==> src/rtl/wb_arb2.sv <==
`default_nettype none
// ============================================================================
// Module   : wb_arb2
// Purpose  : Two-master round-robin Wishbone arbiter sharing one slave port.
//            Ownership lasts for the whole cyc assertion, so bursts and RMW
//            sequences stay atomic. The losing master stalls with ack/err low.
// Options  : WB_ARB2_TIMEOUT_EN - adds a stall watchdog that errors out and
//            releases a master whose slave never responds.
// Revision : 1.0 - initial release
// ============================================================================
module wb_arb2 #(
  parameter int adr_width      = 32,
  parameter int timeout_cycles = 255
) (
  input  logic                 clk,
  input  logic                 reset,
  // master 0
  input  logic [adr_width-1:0] m0_adr_i,
  input  logic [31:0]          m0_dat_i,
  output logic [31:0]          m0_dat_o,
  input  logic [3:0]           m0_sel_i,
  input  logic                 m0_we_i,
  input  logic                 m0_cyc_i,
  input  logic                 m0_stb_i,
  output logic                 m0_ack_o,
  output logic                 m0_err_o,
  // master 1
  input  logic [adr_width-1:0] m1_adr_i,
  input  logic [31:0]          m1_dat_i,
  output logic [31:0]          m1_dat_o,
  input  logic [3:0]           m1_sel_i,
  input  logic                 m1_we_i,
  input  logic                 m1_cyc_i,
  input  logic                 m1_stb_i,
  output logic                 m1_ack_o,
  output logic                 m1_err_o,
  // shared slave
  output logic [adr_width-1:0] s_adr_o,
  output logic [31:0]          s_dat_o,
  input  logic [31:0]          s_dat_i,
  output logic [3:0]           s_sel_o,
  output logic                 s_we_o,
  output logic                 s_cyc_o,
  output logic                 s_stb_o,
  input  logic                 s_ack_i,
  input  logic                 s_err_i
);

  localparam logic [1:0] IDLE = 2'd0;
  localparam logic [1:0] GNT0 = 2'd1;
  localparam logic [1:0] GNT1 = 2'd2;

  logic [1:0] state;
  logic [1:0] next_state;
  logic       last_rr;      // last master served; the other one wins a tie
  logic       req0;         // effective arbitration requests
  logic       req1;
  logic       timeout_hit;  // watchdog fires this cycle

`ifdef WB_ARB2_TIMEOUT_EN
  localparam int CNT_W = $clog2(timeout_cycles + 1);

  logic [CNT_W-1:0] tmo_cnt;
  logic             blk0;   // master held off until it drops cyc
  logic             blk1;
  logic             own_stall;

  // owner is strobing the slave and the slave has not answered yet
  assign own_stall = (((state == GNT0) && m0_cyc_i && m0_stb_i) ||
                      ((state == GNT1) && m1_cyc_i && m1_stb_i)) &&
                     !s_ack_i && !s_err_i;

  // the stall that would push the count to the limit is the timeout cycle
  assign timeout_hit = own_stall && (tmo_cnt == CNT_W'(timeout_cycles - 1));

  // count consecutive unanswered strobe cycles of the current owner
  always_ff @(posedge clk) begin
    if (reset || s_ack_i || s_err_i || timeout_hit || (state != next_state))
      tmo_cnt <= '0;
    else if (own_stall)
      tmo_cnt <= tmo_cnt + CNT_W'(1);
  end

  // a timed-out master is ignored until it deasserts cyc
  always_ff @(posedge clk) begin
    if (reset) begin
      blk0 <= 1'b0;
      blk1 <= 1'b0;
    end else begin
      if (timeout_hit && (state == GNT0)) blk0 <= 1'b1;
      else if (!m0_cyc_i)                 blk0 <= 1'b0;
      if (timeout_hit && (state == GNT1)) blk1 <= 1'b1;
      else if (!m1_cyc_i)                 blk1 <= 1'b0;
    end
  end

  assign req0 = m0_cyc_i && !blk0;
  assign req1 = m1_cyc_i && !blk1;
`else
  // no watchdog in this build; the limit parameter has no effect
  logic unused_timeout;
  assign unused_timeout = (timeout_cycles == 0);
  assign timeout_hit    = 1'b0;
  assign req0           = m0_cyc_i;
  assign req1           = m1_cyc_i;
`endif

  // state register
  always_ff @(posedge clk) begin
    if (reset) state <= IDLE;
    else       state <= next_state;
  end

  // remember who was granted last, updated on entry to a grant state
  always_ff @(posedge clk) begin
    if (reset)
      last_rr <= 1'b1;
    else if ((state != GNT0) && (next_state == GNT0))
      last_rr <= 1'b0;
    else if ((state != GNT1) && (next_state == GNT1))
      last_rr <= 1'b1;
  end

  // next-state: round-robin from idle, hand over directly on release
  always_comb begin
    next_state = state;
    case (state)
      IDLE: begin
        if (req0 && req1)  next_state = last_rr ? GNT0 : GNT1;
        else if (req0)     next_state = GNT0;
        else if (req1)     next_state = GNT1;
      end
      GNT0: begin
        if (!req0 || timeout_hit) next_state = req1 ? GNT1 : IDLE;
      end
      GNT1: begin
        if (!req1 || timeout_hit) next_state = req0 ? GNT0 : IDLE;
      end
      default: next_state = IDLE;
    endcase
  end

  // output routing: owner's bus to the slave, slave responses to the owner
  always_comb begin
    s_adr_o  = '0;
    s_dat_o  = '0;
    s_sel_o  = '0;
    s_we_o   = 1'b0;
    s_cyc_o  = 1'b0;
    s_stb_o  = 1'b0;
    m0_ack_o = 1'b0;
    m0_err_o = 1'b0;
    m1_ack_o = 1'b0;
    m1_err_o = 1'b0;
    case (state)
      GNT0: begin
        s_adr_o  = m0_adr_i;
        s_dat_o  = m0_dat_i;
        s_sel_o  = m0_sel_i;
        s_we_o   = m0_we_i;
        s_cyc_o  = m0_cyc_i && !timeout_hit;
        s_stb_o  = m0_cyc_i && m0_stb_i && !timeout_hit;
        // responses after an abort (cyc low) are dropped
        m0_ack_o = s_ack_i && s_cyc_o;
        m0_err_o = (s_err_i && s_cyc_o) || timeout_hit;
      end
      GNT1: begin
        s_adr_o  = m1_adr_i;
        s_dat_o  = m1_dat_i;
        s_sel_o  = m1_sel_i;
        s_we_o   = m1_we_i;
        s_cyc_o  = m1_cyc_i && !timeout_hit;
        s_stb_o  = m1_cyc_i && m1_stb_i && !timeout_hit;
        m1_ack_o = s_ack_i && s_cyc_o;
        m1_err_o = (s_err_i && s_cyc_o) || timeout_hit;
      end
      default: ;
    endcase
  end

  // read data is broadcast; only the owner sees an ack
  assign m0_dat_o = s_dat_i;
  assign m1_dat_o = s_dat_i;

endmodule
`default_nettype wire
==> config.mk <==
export PLATFORM = sky130hd
export DESIGN_NAME = wb_arb2
export DESIGN_NICKNAME = d
export VERILOG_FILES = /design/src/rtl/wb_arb2.sv
export SDC_FILE = /design/constraint.sdc
export NUM_CORES = 1
export LEC_CHECK = 0
export BUFFER_PORTS_ARGS = -buffer_cell sky130_fd_sc_hd__buf_2
export CAP_MARGIN = 20
export CORE_AREA = 3 3 122 124
export CTS_BUF_LIST = sky130_fd_sc_hd__clkbuf_4
export DETAILED_ROUTE_END_ITERATION = 10
export DIE_AREA = 0 0 125 127
export SYNTH_ARGS = -nofsm -noshare
export SYNTH_HDL_FRONTEND = slang
export SYNTH_SLANG_ARGS = --single-unit
==> constraint.sdc <==
create_clock -name clk -period 1.61 [get_ports clk]
set_clock_uncertainty 0.1 [all_clocks]
set_input_delay 0 -clock clk [delete_from_list [all_inputs] [get_ports clk]]
set_output_delay 0 -clock clk [all_outputs]
set_load 0.02 [all_outputs]
* Word level (Yosys, flattened, before mapping)
Index checks and enable logic that the tools add are counted.
** Word-level totals
- Register bits after elaboration :: 3
- Input bits :: 178
- Output and inout bits :: 139
** Operators by class
- Equal/unequal tests :: 6
- Muxes and demuxes :: 21
- Reduce and logical (&&, ||, !) cells :: 11
** Operator list (number)
- case mux 32 bit (2 select lines) :: 2
- 2-to-1 mux 2 bit :: 7
- logical AND 1 bit :: 9
- case mux 4 bit (2 select lines) :: 1
- 2-to-1 mux 1 bit :: 7
- case mux 1 bit (2 select lines) :: 3
- case mux 2 bit (3 select lines) :: 1
- == test 2 x 1 -> 1 bit, second input constant :: 2
- == test 2 bit, second input constant :: 2
- logical NOT 2 bit :: 1
- != test 2 x 1 -> 1 bit, second input constant :: 1
- != test 2 bit, second input constant :: 1
- nonzero test 2 bit :: 1

* Depth between registers and ports, before layout
Gate-level depths: netlist (run 1).
- Depth after elaboration :: 8
- Gate-level depth with buffers :: 7

* Least setup slack after synthesis (run 1)
Ideal clock, no wire load.
- Path kind :: register to register
- Start :: register state[1]
- End :: register last_rr
- Arrival :: 1.332 ns
- Setup slack :: 0.054 ns
- Cell stages (with the launch flop) :: 7
- Period minus slack after synthesis :: 1.556 ns
- Cells stage by stage :: dfxtp_1 > inv_1 > ha_1 > buf_2 > or3_1 > a31oi_1 > o22ai_1
** On the way
- Word-level cells in the longest chain between the ends :: 7
** RTL lines
- start: declaration :: RTL line 53 : logic [1:0] state;
- start signal: assignment :: RTL line 111 : else state <= next_state;
- 2-to-1 mux 2 bit :: RTL line 131 : else if (req1) next_state = GNT1;
- 2-to-1 mux 2 bit :: RTL line 130 : else if (req0) next_state = GNT0;
- 2-to-1 mux 2 bit :: RTL line 129 : if (req0 && req1) next_state = last_rr ? GNT0 : GNT1;
- case mux 2 bit (3 select lines) :: RTL line 127 : case (state)
- == test 2 x 1 -> 1 bit or == test 2 bit (tied branches) :: RTL line 118, 120
- logical AND 1 bit, on equally long branches :: RTL line 118, 120
- 2-to-1 mux 1 bit or nonzero test 2 bit (tied branches)
- end signal: assignment :: RTL line 117 : last_rr <= 1'b1;
- end signal: assignment :: RTL line 119 : last_rr <= 1'b0;
- end signal: assignment :: RTL line 121 : last_rr <= 1'b1;
- end: declaration :: RTL line 55 : logic last_rr;
Parallel ways exist; a longest one is shown, timed or not.
A chain may end at the register's enable or synchronous reset.

* Worst setup path after layout (run 1)
- Start :: register state[1]
- End :: output port s_dat_o[22]
** On the way
- Word-level cells in the longest chain between the ends :: 2
** RTL lines
- == test 2 bit or == test 2 x 1 -> 1 bit (tied branches) :: RTL line 155 : case (state)
- case mux 32 bit (2 select lines) * :: RTL line 155
- end: declaration :: RTL line 39 : output logic [31:0] s_dat_o,
Every way passes the cells marked *; elsewhere a longest branch is shown, timed or not.

==> results of run 1 <==
[per-layer routing]
metal  vias up  share of wire [%]
li1       1260                  -
met1      1204                 36
met2       176                 55
met3         8                8.2
met4         0               0.87
met5         -                  0
[layout by cell type, fill, tap and decap left out, drive strengths merged, types with 2 or more instances in the layout]
| cell | netlist | routed |
|---|---|---|
| a22oi | 71 | 71 |
| dlygate4sd3 | 0 | 33 |
| nand2 | 3 | 3 |
| ha | 6 | 6 |
| dfxtp | 3 | 3 |
| buf | 81 | 238 |
| o22ai | 2 | 2 |
| inv | 2 | 2 |
| bufbuf | 0 | 2 |
| clkbuf | 8 | 5 |
| a311oi | 2 | 2 |
| nand3 | 3 | 3 |
| and3 | 4 | 4 |
| nor2b | 70 | 70 |
[cell usage after synthesis, drive strengths merged]
master,instances,share of area (%)
a22oi,71,28
inv,2,0.40
and3,4,1.5
mux2,1,0.60
nand2,3,0.73
buf,81,30
o22ai,2,0.66
a21oi,1,0.27
o21bai,1,0.40
o2bb2ai,1,0.47
a21bo,1,0.53
nand3,3,0.80
or3,1,0.33
a21boi,1,0.40
nor2b,70,23
a31oi,1,0.33
nor3b,1,0.40
dfxtp,3,3.2
ha,6,4.0
clkbuf,8,1.6
nor3,1,0.27
nor2,1,0.20
a311oi,2,0.93
[flip-flops by register name (all words and copies together), names as in the netlist]
signal / flops
last_rr: 1
state: 2
[critical path, delay by kind of cell, from the launching register on]
kind | cells | cell delay, ns
AOI/OAI and AO/OA | 1 | 0.23
adders and majority gates | 1 | 0.19
buffers and inverters | 3 | 0.47
DFF | 1 | 0.31
and+or+nand+nor | 1 | 0.07
[cell families after synthesis]
group,Yosys count
buffers and inverters,91
DFF,3
and+or+nand+nor,84
AOI/OAI and AO/OA,81
muxes,1
adders and majority gates,6
[through the flow]
| step | hold slack (ns) | setup TNS, ns | cells | instance area, sq um | total power [mW] |
|---|---|---|---|---|---|
| floorplan | -0.0232 | 0 | 266 | 1880 | 1.61 |
| global placement | -0.0998 | 0 | 589 | 2780 | 2.14 |
| detailed placement | -0.0998 | 0 | 589 | 2780 | 2.14 |
| CTS | 0.187 | -0.466 | 632 | 3470 | 2.99 |
| global route | 0.242 | -3.51 | 635 | 3670 | 3.38 |
| finish | 0.198 | -0.103 | 635 | 3670 | 3.16 |
[power by group through the flow]
stage                     combinational, mW  sequential (mW)  clock, mW
after global routing                   3.10            0.122      0.161
after detailed placement               2.03            0.111          0
final                                  2.89            0.118      0.156
after floorplan                        1.49            0.114          0
after CTS                              2.72            0.117      0.160
after global placement                 2.03            0.109          0
[path summary, 6_finish.rpt]
kind	cells after the start	slack [ns]	endpoint	from
worst min-delay path	4	0.20	state[0]	m0_cyc_i
worst min register to register	2	0.44	last_rr	last_rr
worst max register to register	6	-0.01	last_rr	state[0]
worst max-delay path	6	-0.03	s_dat_o[22]	state[1]
[repair_timing]
action | in CTS | in global routing
gates resized for setup | 65 | 49
hold buffers | 33 | 0
setup endpoints to repair | 71 | 72
gates cloned | 3 | 2
hold endpoints to repair | 67 | 0
pin swaps | 2 | 3
buffers inserted | 3 | 1
[layout make-up]
type                       count  area, sq um  share of cell area, %
multi-input combinational    172         1380                   37.6
sequential                     3         65.1                   1.77
timing repair buffer         274         1960                   53.4
clock buffer                   4         30.0                  0.819
inverter                       2         10.0                  0.273
tap                          180          225                   6.14
==> flow_summary.ini, run 1 <==
[status]
outcome = complete, but fails checks
violations = negative setup slack

[global_route]
grt_pass1_wl_microns = 13000
use_met2_pct = 19.0
grt.total_usage_pct = 9.78
grt_pass1_vias = 2518
gr-usage-met3_pct = 1.76
met1_usage_pct = 11.2
grt-ovfl-total = 0
busiest_layer = met2
grt_max_degree = 38
antenna_found_initial = 0

[floorplan]
dieArea_sq_um = 15900
design.core.area_sq_um = 13900
num_rows = 43
start_util_pct = 13.6
io_pins = 317
die_y_microns = 127
die_w_microns = 125

[drt]
vias = 2648
drt_iter0_drc = 81
routed_wl_microns = 9440
viasPerCell = 4.17
drcViolationCount = 0
drtPass1Iterations = 4
wl_per_cell_microns = 14.9
ant_nets = 0

[worst_setup_path]
crit_chain = buf_4 > ha_4 > buf_12 > a22oi_1 > nor2b_2 > buf_4
arrival_ns = 1.54
cpMaxStageDelayCell = dfxtp_2
cp_slowest_stage_delay_ns = 0.31
critPathKind = reg2out
cp-start-kind = register
cp-end-kind = primary output
critPathMaxFanout = 35
required_ns = 1.51
crit_top_cell = buf_4

[yosys]
muxShareOfSynthArea_pct = 0.598
synth_xor_xnor_area_share_pct = 0
yosys.area_share.simple_pct = 27.4
synthAdderAreaFrac_pct = 3.99
syn_nets = 450
ys_types = 27
synth_compound_area_share_pct = 32.3
ys_seq_elements = 3
syn_inst = 266
synth_top_family_by_area = buffers and inverters
synth_warnings = 0
ys_seq_area_share_pct = 3.19
avgSynthCellArea_sq_um = 7.08
synth_area_sq_um = 1880

[sta]
setup_viol = 11
fin_crit_sh_pct = 102
fin_ws_ns = -0.0290
relSlewSlack_pct = 69.4
rsz0062_at_grt = yes
worstMarginPinSlew_ns = 0.457
fmax_mhz = 610
fin_crit_ns = 1.64
final-hold-violation-count = 0
slew_violations = 0

[placed_design]
dp_slack_ns = 0.0395
gp_congestion = 0.726
placement.io_buffers = 220
detailed_place_hpwl_microns = 6380

[clock_network]
cts_buffer_depth = 2
cts_root_buffer = clkbuf_4
insertion_delay_ns = 0.24
cts_sinks = 3
cts_tree = yes
cts_made_buffers = 3
cts_htree_levels = 1
cts.clk_slew.worst_paths_ns = 0.04

[layout]
drive_gt1_share_pct = 62.9
synthToLayoutAreaGrowth_pct = 94.8
final_core_util_pct = 26.4
fill_cells = 1513
n_antenna_cell = 0
nets = 640

[power_and_ir_drop]
clkPwrFrac_pct = 4.9
swShare_pct = 46.2
p_switching_mw = 1.46
comb_power_share_pct = 91.3
p_int_mw = 1.70
p_leak_nw = 1.65
p_seq_share_pct = 3.7
power_density_nw_per_um2 = 863
vdd_drop_max_mv = 0.376

[run]
maxCapViolCount = 0

[worst_hold_path]
min_path_type = in2reg
Power figures use the tool's default switching activity.
==> inputs of run 2 (changes only) <==
--- a/config.mk
+++ b/config.mk
@@ -7,10 +7,13 @@
 export LEC_CHECK = 0
 export BUFFER_PORTS_ARGS = -buffer_cell sky130_fd_sc_hd__buf_2
 export CAP_MARGIN = 20
-export CORE_AREA = 3 3 122 124
+export CELL_PAD_IN_SITES_DETAIL_PLACEMENT = 2
+export CELL_PAD_IN_SITES_GLOBAL_PLACEMENT = 2
+export CORE_MARGIN = 3
+export CORE_UTILIZATION = 10
 export CTS_BUF_LIST = sky130_fd_sc_hd__clkbuf_4
 export DETAILED_ROUTE_END_ITERATION = 10
-export DIE_AREA = 0 0 125 127
+export PLACE_DENSITY_LB_ADDON = 0.1
 export SYNTH_ARGS = -nofsm -noshare
 export SYNTH_HDL_FRONTEND = slang
 export SYNTH_SLANG_ARGS = --single-unit
==> run 2 against run 1 <==
The run still ends with negative setup slack left. Die area up 29%. Sequential power is 8% higher. Clock power barely moved. Total power rose by 13%. Combinational power increased by 13%. Global-route usage rose by 0.87 points. Hold slack improved by 0.019 ns. Routed wire length grew 33%. Setup slack got worse by 0.061 ns. Highest routed layer unchanged.
==> flow_summary.ini, run 2 (synthesis gave the netlist of run 1 again) <==
[status]
outcome = complete, but fails checks
violations = negative setup slack

[clock_network]
cts_root_buffer = clkbuf_4
insertion_delay_ns = 0.24
cts_made_buffers = 3
cts_sinks = 3
cts_htree_levels = 1
cts_tree = yes
cts.clk_slew.worst_paths_ns = 0.04
cts_buffer_depth = 2

[layout]
stdcell_area_sq_um = 4160
final_common_cell = buf_2
drive_gt1_share_pct = 74.9
layout_common_cells = buf_2 (149), buf_4 (83), a22oi_2 (68)
largest_reg_flops = 2
max_flop_register = state
nets = 655
top_regs = state x2, last_rr x1
synthToLayoutAreaGrowth_pct = 121
n_antenna_cell = 0
fill_cells = 2129

[placed_design]
placed_area_sq_um = 2910
placement.io_buffers = 220
dp_slack_ns = 0.0277
detailed_place_hpwl_microns = 8510
gp_congestion = 0.688

[sta]
fin_ws_ns = -0.0897
rsz0062_at_grt = yes
hold_ws_ns = 0.217
fmax_mhz = 588
slew_violations = 0
fin_crit_ns = 1.70
fin_crit_sh_pct = 106
setup_viol = 70
relSlewSlack_pct = 69.6
worstMarginPinSlew_ns = 0.454
final-hold-violation-count = 0

[drt]
routed_wl_microns = 12600
dr_wl_met3_microns = 1040
vias = 2823
wl_met2_microns = 6930
dr.max_layer_used = met4
ant_nets = 0
wl_met1_microns = 4570
viasPerCell = 4.04
drcViolationCount = 0
wl_per_cell_microns = 18.0
drt_iter0_drc = 28
drtPass1Iterations = 3

[global_route]
antenna_found_initial = 0
grt-ovfl-total = 0
grt_pass1_wl_microns = 17400
grt.total_usage_pct = 10.6
grt_pass1_vias = 3096
grt_max_degree = 21

[worst_setup_path]
rr_startpoint = state[1]
arrival_ns = 1.60
cp_slowest_stage_delay_ns = 0.39
r2r-end = last_rr
crit_path_start = state[0]
path_depth = 7
cpMaxStageDelayCell = dfxtp_4
critPathKind = reg2out
required_ns = 1.51
cp-start-kind = register
path_delay_family = buffers and inverters
endpoint = s_adr_o[0]
reg2reg_depth = 7
critical_path_buf_inv_count = 4
regToRegSetupSlack_ns = 0.05
cp-end-kind = primary output
crit_chain = inv_6 > ha_4 > buf_12 > buf_16 > a22oi_2 > nor2b_1 > buf_4
critPathMaxFanout = 15

[floorplan]
io_pins = 317
die_y_microns = 143
num_rows = 49
dieArea_sq_um = 20500
start_util_pct = 10.3
die_w_microns = 143
design.core.area_sq_um = 18200

[power_and_ir_drop]
power_density_nw_per_um2 = 856
p_leak_nw = 1.76
vdd_drop_max_mv = 0.229
power_mw = 3.56

[run]
maxCapViolCount = 0

[worst_hold_path]
min_path_type = in2reg
[run 2: cell count changes in the layout (fill, tap and decap cells not counted), sizes merged]
cell / change
bufbuf: -1
buf: +16
[run 2: area by class of cell]
class / count / area, sq um / area share [%]
inverter: 2 / 12.5 / 0.301
sequential: 3 / 65.1 / 1.56
multi-input combinational: 172 / 1640 / 39.3
clock buffer: 4 / 30.0 / 0.722
tap: 229 / 287 / 6.89
timing repair buffer: 289 / 2130 / 51.2
[run 2: where the power goes]
group | leakage, nW | switching (mW) | internal (mW) | total, mW
clock network | 0.0184 | 0.0453 | 0.110 | 0.155
registers | 0.0258 | 0.0271 | 0.0995 | 0.127
logic | 1.72 | 1.64 | 1.64 | 3.28
total | 1.76 | 1.71 | 1.85 | 3.56
[run 2: worst register-to-register path: cells and delay by family, from the launching register on]
kind	cells	cell delay [ns]
AOI/OAI and AO/OA	2	0.39
buffers and inverters	3	0.38
and+or+nand+nor	1	0.06
adders and majority gates	1	0.18
DFF	1	0.33
[run 2: worst min path at each step]
stage | startpoint | to | slack, ns | cells past startpoint
after floorplan | reset | state[1] | -0.02 | 1
after global routing | m0_cyc_i | state[0] | 0.25 | 4
after detailed placement | s_dat_i[28] | m0_dat_o[28] | -0.1 | 0
after CTS | m0_cyc_i | state[0] | 0.22 | 4
final | m0_cyc_i | state[0] | 0.22 | 4
after global placement | s_dat_i[28] | m0_dat_o[28] | -0.1 | 0
[run 2: per-stage QoR]
step           utilization (%)  cells  TNS, ns
6_report                  22.8    699    -2.16
5_1_grt                   22.8    699    -8.02
4_1_cts                   21.4    698    -4.15
3_5_place_dp              16.0    648        0
3_3_place_gp              16.0    648        0
2_1_floorplan                -    266        0
[run 2: repair_timing]
item,4_1_cts,5_1_grt
gates resized for setup,114,67
endpoints found under the setup margin,73,74
endpoints found under the hold margin,67,0
hold buffers,33,0
setup buffers,8,1
pin swaps,2,4
gates cloned,5,2
[run 2: routing by layer]
metal / global-route usage [%] / up-vias
met5: 0 / -
met4: 0.694 / 0
met3: 1.88 / 3
met2: 21.9 / 170
met1: 11.7 / 1355
li1: - / 1295
